File: config.mk
export PLATFORM = sky130hd
export DESIGN_NAME = cnt_bank
export DESIGN_NICKNAME = d
export VERILOG_FILES = /design/src/rtl/cnt_bank_pkg.sv /design/src/rtl/cnt_bank_chan.sv /design/src/rtl/cnt_bank.sv
export SDC_FILE = /design/constraint.sdc
export NUM_CORES = 1
export LEC_CHECK = 0
export CAP_MARGIN = 40
export CORE_MARGIN = 2
export CORE_UTILIZATION = 45
export DETAILED_ROUTE_END_ITERATION = 10
export HOLD_SLACK_MARGIN = 0.02
export PLACE_DENSITY = 0.64
export SLEW_MARGIN = 30
export SYNTH_ARGS = -nofsm -noshare
export SYNTH_HDL_FRONTEND = slang
export SYNTH_SLANG_ARGS = --single-unit
File: constraint.sdc
create_clock -name Clk -period 4.2 [get_ports Clk]
set_clock_uncertainty 0.15 [all_clocks]
set_input_delay 0.63 -clock Clk [delete_from_list [all_inputs] [get_ports Clk]]
set_output_delay 0.63 -clock Clk [all_outputs]
set_load 0.01 [all_outputs]
File: src/rtl/cnt_bank_pkg.sv
// Shared types and default parameters for the cnt_bank counter bank.
// Optional feature macro: CNT_BANK_SAT_EN (saturating counters instead of modulo wrap).
package cnt_bank_pkg;

  typedef enum logic {
    CNT_UP   = 1'b0,
    CNT_DOWN = 1'b1
  } dir_e;

  localparam int unsigned CNT_BANK_WIDTH_DEF = 64;
  localparam int unsigned CNT_BANK_NCH_DEF   = 2;
  localparam int unsigned CNT_BANK_DIV_DEF   = 4;

endpackage

File: src/rtl/cnt_bank_chan.sv
// One counter channel: prescaler, up/down counter and one-cycle terminal-count pulse.
// CNT_BANK_SAT_EN selects saturation at the limits instead of modulo wrap.
module cnt_bank_chan
  import cnt_bank_pkg::*;
#(
  parameter int unsigned WIDTH = CNT_BANK_WIDTH_DEF,
  parameter int unsigned DIV   = CNT_BANK_DIV_DEF
) (
  input  logic             clk,
  input  logic             reset,
  input  logic             act,
  input  logic             clr,
  input  dir_e             dir,
  input  logic             div,
  output logic [WIDTH-1:0] cnt,
  output logic             tc
);

  localparam int unsigned PRE_W = (DIV > 1) ? $clog2(DIV) : 1;
  localparam logic [PRE_W-1:0] PRE_LAST = PRE_W'(DIV - 1);

  logic [PRE_W-1:0] pre;
  logic [PRE_W-1:0] pre_nxt_c;
  logic             adv_c;
  logic             lim_c;
  logic [WIDTH-1:0] step_c;
  logic [WIDTH-1:0] cnt_nxt_c;
  logic             tc_nxt_c;

  // Prescale phase and whether this edge advances the counter
  always_comb begin
    pre_nxt_c = pre;
    adv_c     = 1'b0;
    if (act) begin
      if (!div || pre == PRE_LAST) begin
        pre_nxt_c = '0;
        adv_c     = 1'b1;
      end else begin
        pre_nxt_c = pre + PRE_W'(1);
      end
    end
  end

  // Next count and terminal-count pulse; lim_c marks the value an advance would wrap from
  always_comb begin
    lim_c     = (dir == CNT_DOWN) ? (cnt == '0) : (&cnt);
    step_c    = (dir == CNT_DOWN) ? (cnt - WIDTH'(1)) : (cnt + WIDTH'(1));
    cnt_nxt_c = cnt;
    tc_nxt_c  = 1'b0;
    if (adv_c) begin
`ifdef CNT_BANK_SAT_EN
      if (!lim_c) begin
        cnt_nxt_c = step_c;
        tc_nxt_c  = (dir == CNT_DOWN) ? (step_c == '0) : (&step_c);
      end
`else
      cnt_nxt_c = step_c;
      tc_nxt_c  = lim_c;
`endif
    end
  end

  always_ff @(posedge clk) begin
    if (reset || clr) begin
      cnt <= '0;
      pre <= '0;
      tc  <= 1'b0;
    end else begin
      cnt <= cnt_nxt_c;
      pre <= pre_nxt_c;
      tc  <= tc_nxt_c;
    end
  end

endmodule

File: src/rtl/cnt_bank.sv
// Multi-channel event counter bank: decodes the channel select into per-channel
// activate/clear strobes. Optional macro CNT_BANK_SAT_EN makes every channel saturate.
module cnt_bank
  import cnt_bank_pkg::*;
#(
  parameter  int unsigned WIDTH = CNT_BANK_WIDTH_DEF,
  parameter  int unsigned NCH   = CNT_BANK_NCH_DEF,
  parameter  int unsigned DIV   = CNT_BANK_DIV_DEF,
  localparam int unsigned SEL_W = $clog2(NCH)
) (
  input  logic                 Clk,
  input  logic                 Reset,
  input  logic                 En,
  input  logic [SEL_W-1:0]     Slt,
  input  logic                 Dir,
  input  logic                 Div,
  input  logic                 Clr,
  output logic [NCH*WIDTH-1:0] Output,
  output logic [NCH-1:0]       Tc
);

  logic [NCH-1:0] act_c;
  logic [NCH-1:0] clr_c;

  // Out-of-range selects match no channel, so they neither count nor clear
  always_comb begin
    act_c = '0;
    clr_c = '0;
    for (int unsigned i = 0; i < NCH; i++) begin
      if (Slt == SEL_W'(i)) begin
        clr_c[i] = Clr;
        act_c[i] = En && !Clr;
      end
    end
  end

  for (genvar g = 0; g < NCH; g++) begin : g_chan
    cnt_bank_chan #(
      .WIDTH(WIDTH),
      .DIV  (DIV)
    ) u_chan (
      .clk  (Clk),
      .reset(Reset),
      .act  (act_c[g]),
      .clr  (clr_c[g]),
      .dir  (dir_e'(Dir)),
      .div  (Div),
      .cnt  (Output[g*WIDTH +: WIDTH]),
      .tc   (Tc[g])
    );
  end

endmodule

Yosys cells after proc, flatten, opt, wreduce, memory -nomap -nowiden:

Cells that the tools add are included.

* divide/modulo/power cells: 0
* equality and inequality tests: 2
* reduce and logical (&&, ||, !) cells: 13
* multiplexer cells: 14
* shift-type cells: 0
* bitwise gates (word level): 2
* $lt $le $gt $ge: 0
* add/subtract/negate cells: 6
* $mul: 0

Operators by type and width (number)
* adder 64 x 1 -> 64 bit (second input constant): 2
* logical NOT 64 bit: 2
* 2-to-1 mux 64 bit: 2
* AND reduction 64 bit: 2
* subtractor 64 x 1 -> 64 bit (second input constant): 2
* 2-to-1 mux 1 bit: 10
* adder 2 x 1 -> 2 bit (second input constant): 2
* equality test 2 bit (second input constant): 2
* logical OR 1 bit: 4
* 2-to-1 mux 2 bit: 2
* OR reduction 2 bit: 2
* logical NOT 1 bit: 2
* NOT 1 bit: 2
* logical AND 1 bit: 1

* memory bits (writable): 0
* bits in latches: 0
* output and inout port bits: 130
* memory bits (read-only): 0
* memories kept: 0
* word-level logic and storage cells: 43
* flip-flop bits (word level): 134

Depth between registers and ports, before layout:

* depth after elaboration: 6
* depth in mapped cells: 13
* depth with buffers taken out: 12

By module:

From an unflattened synthesis, not the netlist that was laid out.

* cell total of the unflattened synthesis: 1746
* area, all modules: 12937.4 µm²

By module, submodules not included
* cnt_bank_chan (g_chan[1].u_chan): sequential area each 1341.3 µm², cells an instance 899, instances 1, area each 6536.3 µm²
* cnt_bank_chan (g_chan[0].u_chan): sequential area each 1341.3 µm², cells an instance 843, instances 1, area each 6367.4 µm²
* cnt_bank: sequential area each 0.0 µm², cells an instance 4, instances 1, area each 33.8 µm²

Worst setup path before layout:

No wires, ideal clock.

* path kind: input-to-reg
* start: input Dir
* end: register g_chan[0].u_chan.cnt[53]
* path slack: 602 ps
* library setup time: 129 ps
* stages on the path: 12
* required time: 3921 ps
* arrival time: 3320 ps
* cell sequence: ha_1 a21o_1 a31o_2 a31oi_1 o21ai_0 a211oi_1 o31ai_1 a31o_2 a211oi_1 or2_2 xor2_1 o21ai_0

* word-level cells in the longest chain between the ends: 1

Ends and longest elaborated chain
* start, declared: line cnt_bank.sv:15 `input logic Dir,`
* 2-to-1 mux 64 bit: line cnt_bank_chan.sv:47 `step_c = (dir == CNT_DOWN) ? (cnt - WIDTH'(1)) : (cnt + WIDTH'(1));`
* end signal, assigned: line cnt_bank_chan.sv:69 `cnt <= cnt_nxt_c;`
* end, declared: line cnt_bank_chan.sv:15 `output logic [WIDTH-1:0] cnt,`

Every way passes these cells.
A chain may end at the register's enable or synchronous reset.

Worst setup path in the final report:

* start: input Dir
* end: register g_chan[1].u_chan.cnt[61]

* word-level cells in the longest chain between the ends: 1

Ends and longest elaborated chain (line)
* 2-to-1 mux 64 bit: cnt_bank_chan.sv:47
* end signal, assigned: cnt_bank_chan.sv:69
* end, declared: cnt_bank_chan.sv:15

Every way passes these cells.

==> results.toml <==
[placement]
place_congestion = 0.927
portBuffers = 136
dp_hpwl_mm = 31.8
place_area_um2 = 14700
place_inst = 2182

[drt]
drtAntennaViolNets = 0
num_vias = 13193
drtPass1Iterations = 5
wl_per_cell_um = 18.6
vias_per_cell = 5.96
wirelength_mm = 41.2
drtIter0Drc = 984
drc_errors = 0

[setup_path]
r2r-end = "g_chan[0].u_chan.cnt[53]"
cp_common_cell = "buf_4"
cp.arrival_ns = 4.18
crit_path_start_kind = "input pin"
critPathMaxFanout = 33
crit_type = "in -> reg"
crit_start = "Dir"
critPathMaxStageDelay_ns = 0.61
r2r-start = "g_chan[0].u_chan.cnt[4]"
cp_slowest_cell = "or4b_1"
crit_end = "g_chan[1].u_chan.cnt[61]"
crit_path_end_kind = "flip-flop"
rrSetupSlack_ns = 0.50
path_cells = "buf_4 -> buf_12 -> buf_4 -> ha_1 -> and4_1 -> nand3_1 -> nor3_1 -> inv_1 -> or4b_1 -> a21oi_1 -> nor2_1 -> o31ai_1 -> a31oi_1 -> xnor2_1 -> a22o_1"
r2r_cells = 13
critical_path_required_ns = 4.36

[synth]
synth_cells = 1663
synthMuxAreaShare_pct = 0.246
synth-seq-cells = 134
synth_area_leaders = "dfxtp_1 (22%), ha_1 (13%), a21oi_1 (8.6%)"
async_flop_share_pct = 0
ys.flop_type = "dfxtp_1"
synth_top_area_share_pct = 22.0
synth_simple_gate_area_share_pct = 22.5
syn-cell-area_um2 = 12200
ys_warn_count = 0
synth_compound_area_share_pct = 29.7
synth_top_cell_by_area = "dfxtp_1"
synth_edf_count = 0
synth_top_family_by_area = "compound AO/OA/AOI/OAI gates"
syn_nets = 1798
synth_xor_area_share_pct = 8.67
avgSynthCellArea_um2 = 7.35
ys_seq_area_share_pct = 22.0
synth-adder-area-share_pct = 13.2
synth_cell_types = 67

[power_and_ir_drop]
p_per_area_nw_per_um2 = 234
power_leakage_nw = 6.60
ir_drop_uv = 162

[clocking]
htree_num_levels = 4
clkSinkCount = 134
cts_hold_buf = 0
clock_latency_ns = 0.43
numCtsBuffers = 17
clockBufferDepth = 2
clk_pin_slew_ns = 0.07
cts_tree = "done"
clockRootBuffer = "clkbuf_16"
post_cts_buffers = 0

[cells_and_area]
nets = 1995
design_area_um2 = 15300
drive_gt1_share_pct = 9.82
postLayoutCoreUtil_pct = 57.0
area_growth_pct = 25.1
n_antenna_cell = 0
mostFrequentLayoutCells = "nand2_1 (276), a21oi_1 (208), clkdlybuf4s50_1 (135)"
stdcell_count = 2214
layout_commonest_cell = "nand2_1"

[hold_path]
hold_start = "g_chan[1].u_chan.cnt[44]"
hp-class = "reg -> reg"

[grt]
first_global_vias = 12385
grt_pass1_wl_mm = 65.9
grt_max_degree = 51
grtUsageTotal_pct = 28.6
grt_overflow = 0
antenna_found_initial = 1

[sta]
maxSlewViolCount = 0
hold_violations = 0
slew_headroom_pct = 52.7
fin_crit_ns = 4.02
rsz0062_at_grt = "no"
tightest_slew_ns = 0.703
setup_violations = 0
period_share_pct = 95.7
setup_tns_ns = 0
fmax_mhz = 249

[floorplanning]
die_w_um = 169
row_count = 60
dieHeight_um = 169
initial_utilization_pct = 45.6
dieArea_um2 = 28500
pin_count = 137
core_area_um2 = 26800

[status]
outcome = "completed"

[flow_run]
max_cap_violations = 0
## cell usage after synthesis (4+ instances only)
library cell    n
a221oi_1        6
dfxtp_1       134
nand3_1        28
xor2_1         46
a31oi_1        19
a31o_2          5
a22o_1         17
a21o_1         90
a211oi_1       21
o21bai_1       23
and4_1          6
ha_1          126
nand2_1       276
nor3_1         27
xnor2_1        75
a41oi_1         4
nand2b_1        5
o21a_1         17
a21oi_1       209
nor2_1         79
and3_1         11
o31ai_1         9
buf_1           7
and2_1         12
nor4_1         43
a221o_1         5
clkbuf_1       78
nor2b_1         9
inv_1          31
nand4_1        72
o211ai_1       13
o21ai_0       100
## per-stage QoR
stage               hold slack, ns  worst slack (ns)  power [W]
floorplan                    0.352             0.602    0.00180
global placement             0.348           -0.0791    0.00208
detailed placement           0.351            -0.150    0.00208
CTS                          0.362             0.256    0.00359
global route                 0.388            0.0642    0.00372
finish                       0.356             0.179    0.00358
## routing by layer
metal  wire length [µm]  share of wire, %  track usage (%)  vias to the layer above
met4                933               2.3             8.55                        2
met2              18000                44             45.0                      402
met1              19700                48             40.9                     6162
met3               2510               6.1             3.44                       60
li1                   -                 -                -                     6567
met5                 16             0.039                0                        -
## final cells by class
type | instances | area [µm²]
fill | 2617 | 11500
clock inverter | 13 | 133
sequential | 134 | 2680
tap | 341 | 427
clock buffer | 19 | 443
timing repair buffer | 266 | 2370
multi-input combinational | 1410 | 9110
inverter | 31 | 116
## worst min-delay path by stage
stage          slack, ns                  endpoint  cells past startpoint
2_1_floorplan       0.35   g_chan[0].u_chan.pre[1]                      2
3_3_place_gp        0.35  g_chan[1].u_chan.cnt[44]                      2
3_5_place_dp        0.35  g_chan[1].u_chan.cnt[44]                      2
4_1_cts             0.36  g_chan[1].u_chan.cnt[44]                      2
5_1_grt             0.39  g_chan[1].u_chan.cnt[45]                      2
6_report            0.36  g_chan[1].u_chan.cnt[44]                      2
## cell families after synthesis
kind of cell,after synthesis
AND/OR/NAND/NOR,585
adder cells (fa/ha/maj),128
XOR/XNOR,121
multiplexers,3
AO/OA/AOI/OAI,573
flip-flops,134
buffers and inverters,119
## registers in the layout, summed over array words and instances, names as in the netlist
register	cells
g_chan.u_chan.cnt	128
g_chan.u_chan.pre	4
g_chan.u_chan.tc	2
## report_power, final
part | switching [W] | internal [W] | total, W
clock network | 0.000626 | 0.000886 | 0.00151
registers | 0.0000355 | 0.00129 | 0.00133
logic | 0.000432 | 0.000305 | 0.000737
total | 0.00109 | 0.00248 | 0.00358
## critical path, delay by kind of cell
kind / cells / cell delay (ns)
buffers and inverters: 4 / 0.85
adder cells (fa/ha/maj): 1 / 0.18
AO/OA/AOI/OAI: 4 / 0.96
XOR/XNOR: 1 / 0.15
AND/OR/NAND/NOR: 5 / 1.37
## what timing repair did
action	CTS	global route
setup endpoints to repair	0	1
endpoints found under the hold margin	0	0
gates resized for setup	0	1
Note: power is estimated with default switching activity, not from simulation.
